[config.mk]
export PLATFORM = sky130hd
export DESIGN_NAME = sensor_debounce
export DESIGN_NICKNAME = d
export VERILOG_FILES = /design/src/rtl/niveles_pkg.sv /design/src/rtl/debounce_word.sv /design/src/rtl/sensor_debounce.sv
export SDC_FILE = /design/constraint.sdc
export NUM_CORES = 1
export LEC_CHECK = 0
export BUFFER_PORTS_ARGS = -buffer_cell sky130_fd_sc_hd__buf_2
export CORE_MARGIN = 3
export CORE_UTILIZATION = 50
export DETAILED_ROUTE_END_ITERATION = 16
export PLACE_DENSITY = 0.72
export REMOVE_ABC_BUFFERS = 1
export SLEW_MARGIN = 25
export SYNTH_ARGS = -nofsm -noshare
export SYNTH_HDL_FRONTEND = slang
export SYNTH_SLANG_ARGS = --single-unit
[constraint.sdc]
create_clock -name clk -period 1.15 [get_ports clk]
set_input_delay 0 -clock clk [delete_from_list [all_inputs] [get_ports clk]]
set_output_delay 0 -clock clk [all_outputs]
set_load 0.1 [all_outputs]
[src/rtl/niveles_pkg.sv]
// Shared types for the tank-level path: debounce FSM states and the 2-bit A/P codes.
package niveles_pkg;

  localparam int unsigned CODE_W = 2;

  typedef enum logic {
    STABLE  = 1'b0,
    PENDING = 1'b1
  } deb_state_e;

  // Level sensor codes (A)
  localparam logic [CODE_W-1:0] A_EMPTY = 2'b00;
  localparam logic [CODE_W-1:0] A_LOW   = 2'b01;
  localparam logic [CODE_W-1:0] A_HIGH  = 2'b10;
  localparam logic [CODE_W-1:0] A_FULL  = 2'b11;

  // Pressure sensor codes (P)
  localparam logic [CODE_W-1:0] P_NORMAL  = 2'b00;
  localparam logic [CODE_W-1:0] P_LOW     = 2'b01;
  localparam logic [CODE_W-1:0] P_HIGH    = 2'b10;
  localparam logic [CODE_W-1:0] P_INVALID = 2'b11;

endpackage

[src/rtl/debounce_word.sv]
// One debounced channel: word-wide 2-flop synchroniser, candidate/count FSM and,
// with SENSOR_CHATTER_FAULT_EN defined, a sticky chatter detector.
module debounce_word
  import niveles_pkg::*;
#(
  parameter int unsigned WIDTH           = 2,
  parameter int unsigned DEBOUNCE_CYCLES = 16,
  parameter int unsigned CHATTER_CYCLES  = 1024,
  parameter logic [WIDTH-1:0] RESET_WORD = '0
) (
  input  logic             clk,
  input  logic             reset,
  input  logic [WIDTH-1:0] raw,
  output logic [WIDTH-1:0] word,
  output logic             commit,
  output logic             fault
);

  localparam int unsigned CNT_W = $clog2(DEBOUNCE_CYCLES);
  localparam logic [CNT_W-1:0] CNT_LAST = CNT_W'(DEBOUNCE_CYCLES - 1);

  logic [WIDTH-1:0] s1;
  logic [WIDTH-1:0] s2;
  logic [WIDTH-1:0] cand;
  logic [CNT_W-1:0] cnt;
  deb_state_e       state;

  always_ff @(posedge clk) begin
    if (!reset) begin
      s1     <= '0;
      s2     <= '0;
      cand   <= '0;
      cnt    <= '0;
      state  <= STABLE;
      word   <= RESET_WORD;
      commit <= 1'b0;
    end else begin
      s1     <= raw;
      s2     <= s1;
      commit <= 1'b0;
      case (state)
        STABLE: begin
          if (s2 != word) begin
            state <= PENDING;
            cand  <= s2;
            cnt   <= CNT_W'(1);
          end
        end
        PENDING: begin
          if (s2 == word) begin
            state <= STABLE;
            cnt   <= '0;
          end else if (s2 != cand) begin
            cand <= s2;
            cnt  <= CNT_W'(1);
          end else if (cnt == CNT_LAST) begin
            word   <= cand;
            commit <= 1'b1;
            state  <= STABLE;
            cnt    <= '0;
          end else begin
            cnt <= cnt + CNT_W'(1);
          end
        end
        default: state <= STABLE;
      endcase
    end
  end

`ifdef SENSOR_CHATTER_FAULT_EN
  localparam int unsigned CHAT_W = $clog2(CHATTER_CYCLES + 1);
  localparam logic [CHAT_W-1:0] CHAT_MAX = CHAT_W'(CHATTER_CYCLES);

  logic [CHAT_W-1:0] chat;
  logic              stay_pending_c;

  // True when this edge leaves the channel still unsettled in PENDING
  assign stay_pending_c = (state == PENDING) && (s2 != word) &&
                          !((s2 == cand) && (cnt == CNT_LAST));

  always_ff @(posedge clk) begin
    if (!reset) begin
      chat  <= '0;
      fault <= 1'b0;
    end else if (stay_pending_c) begin
      if (chat != CHAT_MAX) chat <= chat + CHAT_W'(1);
      if (chat == CHAT_MAX - CHAT_W'(1)) fault <= 1'b1;
    end else begin
      chat <= '0;
    end
  end
`else
  // No chatter detection built; CHATTER_CYCLES is always non-zero so this is constant low
  assign fault = (CHATTER_CYCLES == 0);
`endif

endmodule

[src/rtl/sensor_debounce.sv]
// Debounces the raw A (level) and P (pressure) switch words for the level FSM.
// Optional chatter fault enabled by defining SENSOR_CHATTER_FAULT_EN.
module sensor_debounce
  import niveles_pkg::*;
#(
  parameter int unsigned DEBOUNCE_CYCLES = 16,
  parameter int unsigned CHATTER_CYCLES  = 1024
) (
  input  logic              clk,
  input  logic              reset,
  input  logic [CODE_W-1:0] A_raw,
  input  logic [CODE_W-1:0] P_raw,
  output logic [CODE_W-1:0] A,
  output logic [CODE_W-1:0] P,
  output logic              upd,
  output logic              fault
);

  logic a_commit;
  logic p_commit;
  logic a_fault;
  logic p_fault;

  debounce_word #(
    .WIDTH          (CODE_W),
    .DEBOUNCE_CYCLES(DEBOUNCE_CYCLES),
    .CHATTER_CYCLES (CHATTER_CYCLES),
    .RESET_WORD     (A_EMPTY)
  ) u_deb_a (
    .clk   (clk),
    .reset (reset),
    .raw   (A_raw),
    .word  (A),
    .commit(a_commit),
    .fault (a_fault)
  );

  debounce_word #(
    .WIDTH          (CODE_W),
    .DEBOUNCE_CYCLES(DEBOUNCE_CYCLES),
    .CHATTER_CYCLES (CHATTER_CYCLES),
    .RESET_WORD     (P_NORMAL)
  ) u_deb_p (
    .clk   (clk),
    .reset (reset),
    .raw   (P_raw),
    .word  (P),
    .commit(p_commit),
    .fault (p_fault)
  );

  // Both inputs are flop outputs, so a simultaneous commit still gives one pulse
  assign upd   = a_commit | p_commit;
  assign fault = a_fault | p_fault;

endmodule

Word-level counts from Yosys, hierarchy flattened
Cells that the tools add are included.
{"block": "classes", "n_addsub": 2, "n_eq_ne": 14, "muxes": 30, "n_bitwise": 8, "reduce_logical": 6}
{"cell": "two-way mux 4 bit", "n": 8}
{"cell": "case mux 4 bit (2 select lines)", "n": 2}
{"cell": "two-way mux 2 bit", "n": 6}
{"cell": "two-way mux 1 bit", "n": 10}
{"cell": "adder 4 x 1 -> 4 bit, second input constant", "n": 2}
{"cell": "equality test 4 bit, second input constant", "n": 2}
{"cell": "inequality test 2 bit", "n": 4}
{"cell": "inequality test 2 bit, second input constant", "n": 4}
{"cell": "case mux 2 bit (2 select lines)", "n": 2}
{"cell": "AND reduction 4 bit", "n": 2}
{"cell": "OR reduction 4 bit", "n": 2}
{"cell": "NOT 1 bit", "n": 7}
{"cell": "AND reduction 3 bit", "n": 2}
{"cell": "equality test 2 bit", "n": 2}
{"cell": "inequality test 2 x 1 -> 1 bit, second input constant", "n": 2}
{"cell": "case mux 1 bit (2 select lines)", "n": 2}
{"cell": "bitwise OR 1 bit", "n": 1}
{"block": "totals", "ff_bits": 28, "input_bits": 6, "out_inout_bits": 6, "elab_cells": 74}

Longest topological paths before layout
Gate-level depths: netlist of the first run.
{"block": "logic_depth", "ltp_word": 5, "ltp_mapped": 5, "ltp_nobuf": 5}

Modules after synthesis
Synthesis of the first run repeated with hierarchy kept, for this count alone.
{"block": "hier_totals", "hier_cells": 132, "area_unflattened_um2": 1228.7}
{"module": "debounce_word", "instances": 2, "cells_per_inst": 65, "area_per_inst_um2": 608.1, "seq_area_each_um2": 280.3}
{"module": "sensor_debounce", "instances": 1, "cells_per_inst": 2, "area_per_inst_um2": 12.5, "seq_area_each_um2": 0.0}

Worst setup path after synthesis of the first run
OpenSTA, ideal clock, no wires.
{"block": "synth_path", "path_type": "reg-to-reg", "startpoint": "register u_deb_p.word[1]", "endpoint": "register u_deb_p.commit", "arrival_ps": 1708, "required_time_ps": 1035, "slack_ps": -673, "path_stages_with_launch": 5, "path_buffers": 0, "path_cell_list": "dfxtp_1 -> xnor2_1 -> nand2_2 -> and3_4 -> and2_1"}
{"block": "synth_between", "elab_chain_len": 2}
{"item": "from (decl)", "line_no": "debounce_word.sv:14", "rtl": "output logic [WIDTH-1:0] word,"}
{"item": "from (signal assigned)", "line_no": "debounce_word.sv:57", "rtl": "word <= cand;"}
{"item": "equality test 2 bit", "line_no": "debounce_word.sv:50", "rtl": "if (s2 == word) begin"}
{"item": "OR reduction 4 bit (no line)"}
{"item": "to (signal assigned)", "line_no": "debounce_word.sv:36", "rtl": "commit <= 1'b0;"}
{"item": "to (signal assigned)", "line_no": "debounce_word.sv:40", "rtl": "commit <= 1'b0;"}
{"item": "to (signal assigned)", "line_no": "debounce_word.sv:58", "rtl": "commit <= 1'b1;"}
{"item": "to (decl)", "line_no": "debounce_word.sv:15", "rtl": "output logic commit,"}
Every way passes these cells.
A chain may end at the register's enable or synchronous reset.

Worst setup path in the final report of the first run
{"block": "layout_path", "startpoint": "register u_deb_a.s2[1]", "endpoint": "register u_deb_a.word[0]"}
{"block": "layout_between", "elab_chain_len": 3, "word_cells_on_any_way": 5, "classes_between": "eq/ne: 2; bitwise: 2; reduce/logical: 1"}
{"item": "from (decl)", "line_no": "debounce_word.sv:23", "rtl": "logic [WIDTH-1:0] s2;"}
{"item": "from (signal assigned)", "line_no": "debounce_word.sv:31", "rtl": "s2 <= '0;"}
{"item": "from (signal assigned)", "line_no": "debounce_word.sv:39", "rtl": "s2 <= s1;"}
{"item": "equality test 2 bit or inequality test 2 bit (tied branches)", "line_no": "debounce_word.sv:50, debounce_word.sv:53"}
{"item": "NOT 1 bit (no line)"}
{"item": "AND reduction 4 bit (no line) (*)"}
{"item": "to (signal assigned)", "line_no": "debounce_word.sv:57"}
{"item": "to (decl)", "line_no": "debounce_word.sv:14"}
Every way passes the cells marked *; elsewhere a longest branch is shown, timed or not.

==> results of run 1 <==
==> through the flow <==
stage	total power [W]	setup WS, ps	util (%)	instances
after floorplan	0.001115	-673.2	-	119
after global placement	0.001178	-38.17	61.68	174
after detailed placement	0.001183	-70.35	61.68	174
after CTS	0.001682	-39.39	70.81	183
after global routing	0.001737	-115.6	75.15	186
final	0.001678	-45.65	75.15	186
==> per-layer routing <==
metal / routed length, um / vias up
li1: - / 498
met1: 1093 / 456
met2: 1300 / 11
met3: 51 / 2
met4: 17 / 0
met5: 0 / -
==> logic make-up after synthesis <==
logic type      after synthesis
mux                           8
buf+inv                       8
simple gates                 51
xor+xnor                      8
flops                        28
other cells                   1
fa+ha+maj                     2
compound gates               20
==> power groups by stage <==
| stage | Sequential, W | Combinational [W] | Clock, W |
|---|---|---|---|
| CTS | 0.00102 | 0.000170 | 0.000493 |
| global route | 0.00102 | 0.000211 | 0.000506 |
| finish | 0.00102 | 0.000196 | 0.000465 |
| detailed placement | 0.00103 | 0.000149 | 0 |
| global placement | 0.00103 | 0.000146 | 0 |
| floorplan | 0.00103 | 0.0000817 | 0 |
==> cell usage in the layout, fill, tap and decap left out, types with 5 or more instances in the layout <==
| cell type | n |
|---|---|
| dfxtp_1 | 14 |
| and3_4 | 6 |
| mux2i_1 | 8 |
| xnor2_2 | 7 |
| buf_2 | 5 |
| and2_1 | 10 |
| nand2_1 | 9 |
| buf_4 | 21 |
| nor2b_1 | 6 |
| nand3b_1 | 6 |
| dfxtp_2 | 10 |
==> sequential cells by signal, summed over array words and instances (netlist names) <==
register        count
u_deb_a.s1          2
u_deb_p.state       1
u_deb_p.commit      1
u_deb_a.word        2
u_deb_p.s1          2
u_deb_a.cnt         4
u_deb_a.s2          2
u_deb_p.word        2
u_deb_p.cand        2
u_deb_a.commit      1
u_deb_p.cnt         4
u_deb_p.s2          2
u_deb_a.state       1
u_deb_a.cand        2
==> worst max-delay path, stage by stage, from the launching register on <==
cell and delay [ps]:
dfxtp_4 420, xnor2_2 120, and3_4 210, and3_4 200, mux2i_1 180
==> cell type report <==
type	count	area, sq um
well taps	28	35.03
fillers	140	565.5
clock buffers	4	36.28
repair buffers	35	287.8
flip-flops and latches	28	588.1
inverters	1	3.754
multi-input cells	90	759.5
==> final timing paths <==
kind | from | endpoint | slack (ps) | cells past startpoint
max | u_deb_a.s2[1]$_SDFF_PN0_ | u_deb_a.word[0]$_SDFFE_PN0P_ | -50 | 4
min | reset | u_deb_a.word[1]$_SDFFE_PN0P_ | 180 | 3
max reg2reg | u_deb_a.s2[1]$_SDFF_PN0_ | u_deb_a.word[0]$_SDFFE_PN0P_ | -50 | 4
min reg2reg | u_deb_a.s1[0]$_SDFF_PN0_ | u_deb_a.s2[0]$_SDFF_PN0_ | 440 | 1
==> repair_timing <==
item	4_1_cts	5_1_grt
resized for setup	33	27
endpoints found under the hold margin	4	0
pin swaps	5	15
hold buffers	4	0
endpoints found under the setup margin	21	16
cloned	0	0
setup buffers	1	3
==> flow_metrics.tcl, run 1 <==
set metrics [dict create \
    status "finished, violations left" \
    violations "negative setup slack" \
    synth_top_family_by_area "simple AND/OR/NAND/NOR gates" \
    critPathCaptureType "flop" \
    io_buffers 10 \
    yosys_register_bits 28 \
    synth_fa_ha_area_share_pct 2.022 \
    slew_violations 0 \
    design_area_sq_um 1710 \
    rows 17 \
    gr-total-overflow 0 \
    tightest_slew_ps 531.5 \
    ys_seq_area_share_pct 45.30 \
    ys.flop_type "dfxtp_1" \
    synth-edff-count 0 \
    syn_area_sq_um 1237 \
    clockBufferDepth 2 \
    grt_pass1_wl_mm 3.995 \
    synth_most_common_cell "dfxtp_1" \
    wire_per_inst_um 13.24 \
    clock_latency_ps 320 \
    layout_min_cycle_time_ps 1196 \
    grt-busiest-layer "met2" \
    drv_cap 0 \
    io_pins 12 \
    drc_errors 0 \
    yosys.cell_types.count 30 \
    grt_pass1_vias 946 \
    cts_buffers 3 \
    cp_max_fo 3 \
    critPathLaunchType "flop" \
    wl_mm 2.462 \
    synthCells 126 \
    synth_area_leaders "dfxtp_1 45%, mux2i_1 6.5%, xnor2_1 5.7%" \
    ys_top_cells_by_count "28 x dfxtp_1, 10 x and2_1, 10 x nand2_1, 8 x mux2i_1, 8 x xnor2_1" \
    syn_to_final_growth_pct 38.22 \
    htree_levels 1 \
    synth_simple_gate_area_share_pct 25.48 \
    final_hold_viol_count 0 \
    place_area_sq_um 1404 \
    synthArstFlopShare_pct 0 \
    post_route_cells_drive_above_1_share_pct 48.10 \
    grt_use_met2_pct 29.90 \
    cts_tree "built" \
    fmax_mhz 836.4 \
    start_util_pct 54.37 \
    synthMuxAreaShare_pct 6.471 \
    gp_congestion 0.8119 \
    clock-root-buffer "clkbuf_4" \
    via_per_inst 5.199 \
    fin_nets 167 \
    antennaDiodeCount 0 \
    via_count 967 \
    yosysWarnings 0 \
    die-area_sq_um 3108 \
    fp.dieW_um 55.75 \
    yosysTopAreaCell "dfxtp_1" \
    clock-sinks 28 \
    power.density_nw_per_um2 981.1 \
    slew_headroom_pct 64.56 \
    fin_setup_tns_ps -129.1 \
    p_leak_nw 0.6585 \
    power_frac_comb_pct 11.7 \
    clk_pin_slew_worst_paths_ps 150 \
    rsz0062_at_grt "true" \
    coreArea_sq_um 2276 \
    antenna_found_initial 0 \
    die_h_um 55.75 \
    setup_viol 5 \
    worstSetupPathType "reg2reg" \
    synth_xor_xnor_area_share_pct 5.662 \
    ant_nets 0 \
    layout_setup_ws_ps -45.65 \
    finalCritPeriodShare_pct 104.0 \
    synth_top_area_share_pct 45.30 \
    track_usage_pct 15.86 \
    post-dp-hpwl_mm 1.465 \
    gr-usage-met3_pct 2.784 \
    firstDrtPassIters 3 \
    drtIter0Drc 20 \
    p_seq_share_pct 60.6 \
    skew_ps 6.961 \
    grtUsageMet1_pct 17.70 \
    crit_arrival_ps 1450 \
    netSwitchingFraction_pct 23.02 \
    synth.avg_cell_area_sq_um 9.821 \
    crit_required_ps 1410 \
    grt_max_degree 36 \
    synth_compound_area_share_pct 10.72 \
    holdWs_ps 179.4 \
    p_int_w 0.001292 \
    p_switching_w 0.0003863 \
    p_clk_share_pct 27.7 \
    min_path_type "in2reg" \
    ir_drop_mv 1.403 \
]
Power figures use the tool's default switching activity.
==> run 2: changes to the inputs <==
--- a/config.mk
+++ b/config.mk
@@ -7,9 +7,9 @@
 export LEC_CHECK = 0
 export BUFFER_PORTS_ARGS = -buffer_cell sky130_fd_sc_hd__buf_2
 export CORE_MARGIN = 3
-export CORE_UTILIZATION = 50
+export CORE_UTILIZATION = 55
 export DETAILED_ROUTE_END_ITERATION = 16
-export PLACE_DENSITY = 0.72
+export PLACE_DENSITY = 0.77
 export REMOVE_ABC_BUFFERS = 1
 export SLEW_MARGIN = 25
 export SYNTH_ARGS = -nofsm -noshare
==> constraint.sdc (replaced) <==
create_clock -name clk -period 1.5 [get_ports clk]
set_input_delay 0 -clock clk [delete_from_list [all_inputs] [get_ports clk]]
set_output_delay 0 -clock clk [all_outputs]
set_load 0.1 [all_outputs]
==> flow_metrics.tcl, run 2 (synthesized netlist as in run 1, its figures left out) <==
set metrics [dict create \
    grt_pass1_wl_mm 3.546 \
    stdcell_count 164 \
    via_count 881 \
    post-dp-hpwl_mm 1.342 \
    clockBufferDepth 2 \
    io_buffers 10 \
    setup_viol 0 \
    hold_depth 3 \
    power.density_nw_per_um2 1005 \
    cts_setup_buffers 0 \
    clock-root-buffer "clkbuf_4" \
    slew_violations 0 \
    critPathCaptureType "flop" \
    holdPathEnd "u_deb_p.word[0]$_SDFFE_PN0P_" \
    reg2reg_slack_ps 140 \
    p_leak_nw 0.5332 \
    ff2ff_path_depth 4 \
    skew_ps 9.957 \
    ir_drop_mv 0.7969 \
    clock_latency_ps 330 \
    layout_setup_ws_ps 141.6 \
    status "finished clean" \
    min_path_type "in2reg" \
    cp_max_fo 5 \
    tightest_slew_ps 502.8 \
    crit_required_ps 1780 \
    cp_top_family "flip-flops" \
    post_route_cells_drive_above_1_share_pct 16.79 \
    grt_pass1_vias 802 \
    clk_pin_slew_worst_paths_ps 160 \
    via_per_inst 5.372 \
    layout_min_cycle_time_ps 1358 \
    rr_startpoint "u_deb_p.cnt[0]$_SDFFE_PN0P_" \
    drv_cap 0 \
    fmax_mhz 736.2 \
    final_hold_viol_count 0 \
    rows 16 \
    antenna_found_initial 0 \
    grt_max_degree 36 \
    wire_per_inst_um 12.80 \
    antennaDiodeCount 0 \
    fin_setup_tns_ps 0 \
    clock-sinks 28 \
    critPathLaunchType "flop" \
    rsz0062_at_grt "false" \
    crit_buf_inv 0 \
    coreArea_sq_um 2042 \
    finalCritPeriodShare_pct 90.56 \
    io_pins 12 \
    crit_arrival_ps 1640 \
    syn_to_final_growth_pct 10.52 \
    wl_mm 2.099 \
    ant_nets 0 \
    die_h_um 53.43 \
    cpPeakStageDelay_ps 440 \
    hp-start "reset" \
    cts_tree "built" \
    die-area_sq_um 2855 \
    final_common_cell "dfxtp_1" \
    holdWs_ps 141.7 \
    worstSetupPathType "reg2reg" \
    gr-total-overflow 0 \
    cts_buffers 3 \
    fp.dieW_um 53.43 \
    path_cells "ha_1 -> and3_2 -> and3_4 -> mux2i_1" \
    firstDrtPassIters 4 \
    slew_headroom_pct 66.48 \
    drtIter0Drc 10 \
    track_usage_pct 17.20 \
    timing.rr.end "u_deb_p.word[1]$_SDFFE_PN0P_" \
    place_ws_ps 204.8 \
    biggestRegsByFlops "u_deb_a.cnt x4, u_deb_p.cnt x4" \
    fin_nets 146 \
    start_util_pct 60.60 \
    layout_common_cells "28 x dfxtp_1, 10 x and2_1, 10 x nand2_1, 10 x buf_2" \
    drc_errors 0 \
    gp_congestion 0.7728 \
    htree_levels 1 \
    fillers 172 \
    slowest_stage "dfxtp_1" \
    place_inst 156 \
]
[run 2: cell count changes in the layout (fill, tap and decap cells not counted), moves of 5 or more]
cell / before / now
xnor2_2: 7 / 0
buf_4: 21 / 0
dfxtp_2: 10 / 0
buf_2: 5 / 10
dfxtp_1: 14 / 28
xnor2_1: 0 / 8
[run 2: worst max-delay path by stage]
stage               cells after the start                      endpoint  slack, ps                          from
floorplan                               4     u_deb_p.commit$_SDFF_PP0_       -320  u_deb_p.word[1]$_SDFFE_PN0P_
global placement                        4     u_deb_p.commit$_SDFF_PP0_        240   u_deb_p.cnt[0]$_SDFFE_PN0P_
detailed placement                      4  u_deb_p.word[1]$_SDFFE_PN0P_        200   u_deb_p.cnt[0]$_SDFFE_PN0P_
CTS                                     4  u_deb_a.word[0]$_SDFFE_PN0P_        160   u_deb_a.cnt[0]$_SDFFE_PN0P_
global route                            4  u_deb_p.word[1]$_SDFFE_PN0P_         60   u_deb_p.cnt[0]$_SDFFE_PN0P_
finish                                  4  u_deb_p.word[1]$_SDFFE_PN0P_        140   u_deb_p.cnt[0]$_SDFFE_PN0P_
[run 2: cell type report]
cell class | count | area (sq um) | share of cell area, %
Multi-Input combinational cell | 90 | 626.9 | 45.84
Sequential cell | 28 | 560.5 | 40.99
Timing Repair Buffer | 14 | 90.09 | 6.587
Tap cell | 27 | 33.78 | 2.470
Clock inverter | 1 | 30.03 | 2.196
Clock buffer | 3 | 22.52 | 1.647
Inverter | 1 | 3.754 | 0.2745
[run 2: layer usage]
metal  up-vias  GRT usage (%)  wire [um]
li1        452              -          -
met1       408          20.65        991
met2        17          28.78       1003
met3         4          3.944         74
met4         0          7.660         29
met5         -              0          0
[run 2: tightest hold or removal path, delay by kind of cell]
| kind | cells | cell delay (ps) |
|---|---|---|
| buf+inv | 1 | 260 |
| simple gates | 1 | 130 |
| mux | 1 | 50 |
[run 2: through the flow]
step	utilization, %	total power [W]	area (sq um)
after CTS	66.97	0.001383	1368
after detailed placement	62.44	0.0008844	1275
after global routing	66.97	0.001423	1368
after floorplan	-	0.0008545	1191
after global placement	62.44	0.0008804	1275
final	66.97	0.001374	1368
[run 2: timing repair]
action | CTS | global route
endpoints found under the setup margin | 0 | 0
hold buffers | 4 | 0
gates resized for setup | 0 | 0
endpoints found under the hold margin | 4 | 0
[run 2: report_power, final]
group          switching (W)  internal [W]  total (W)
Combinational      0.0000529     0.0000432  0.0000961
Clock               0.000227      0.000271   0.000497
Sequential         0.0000176      0.000764   0.000781
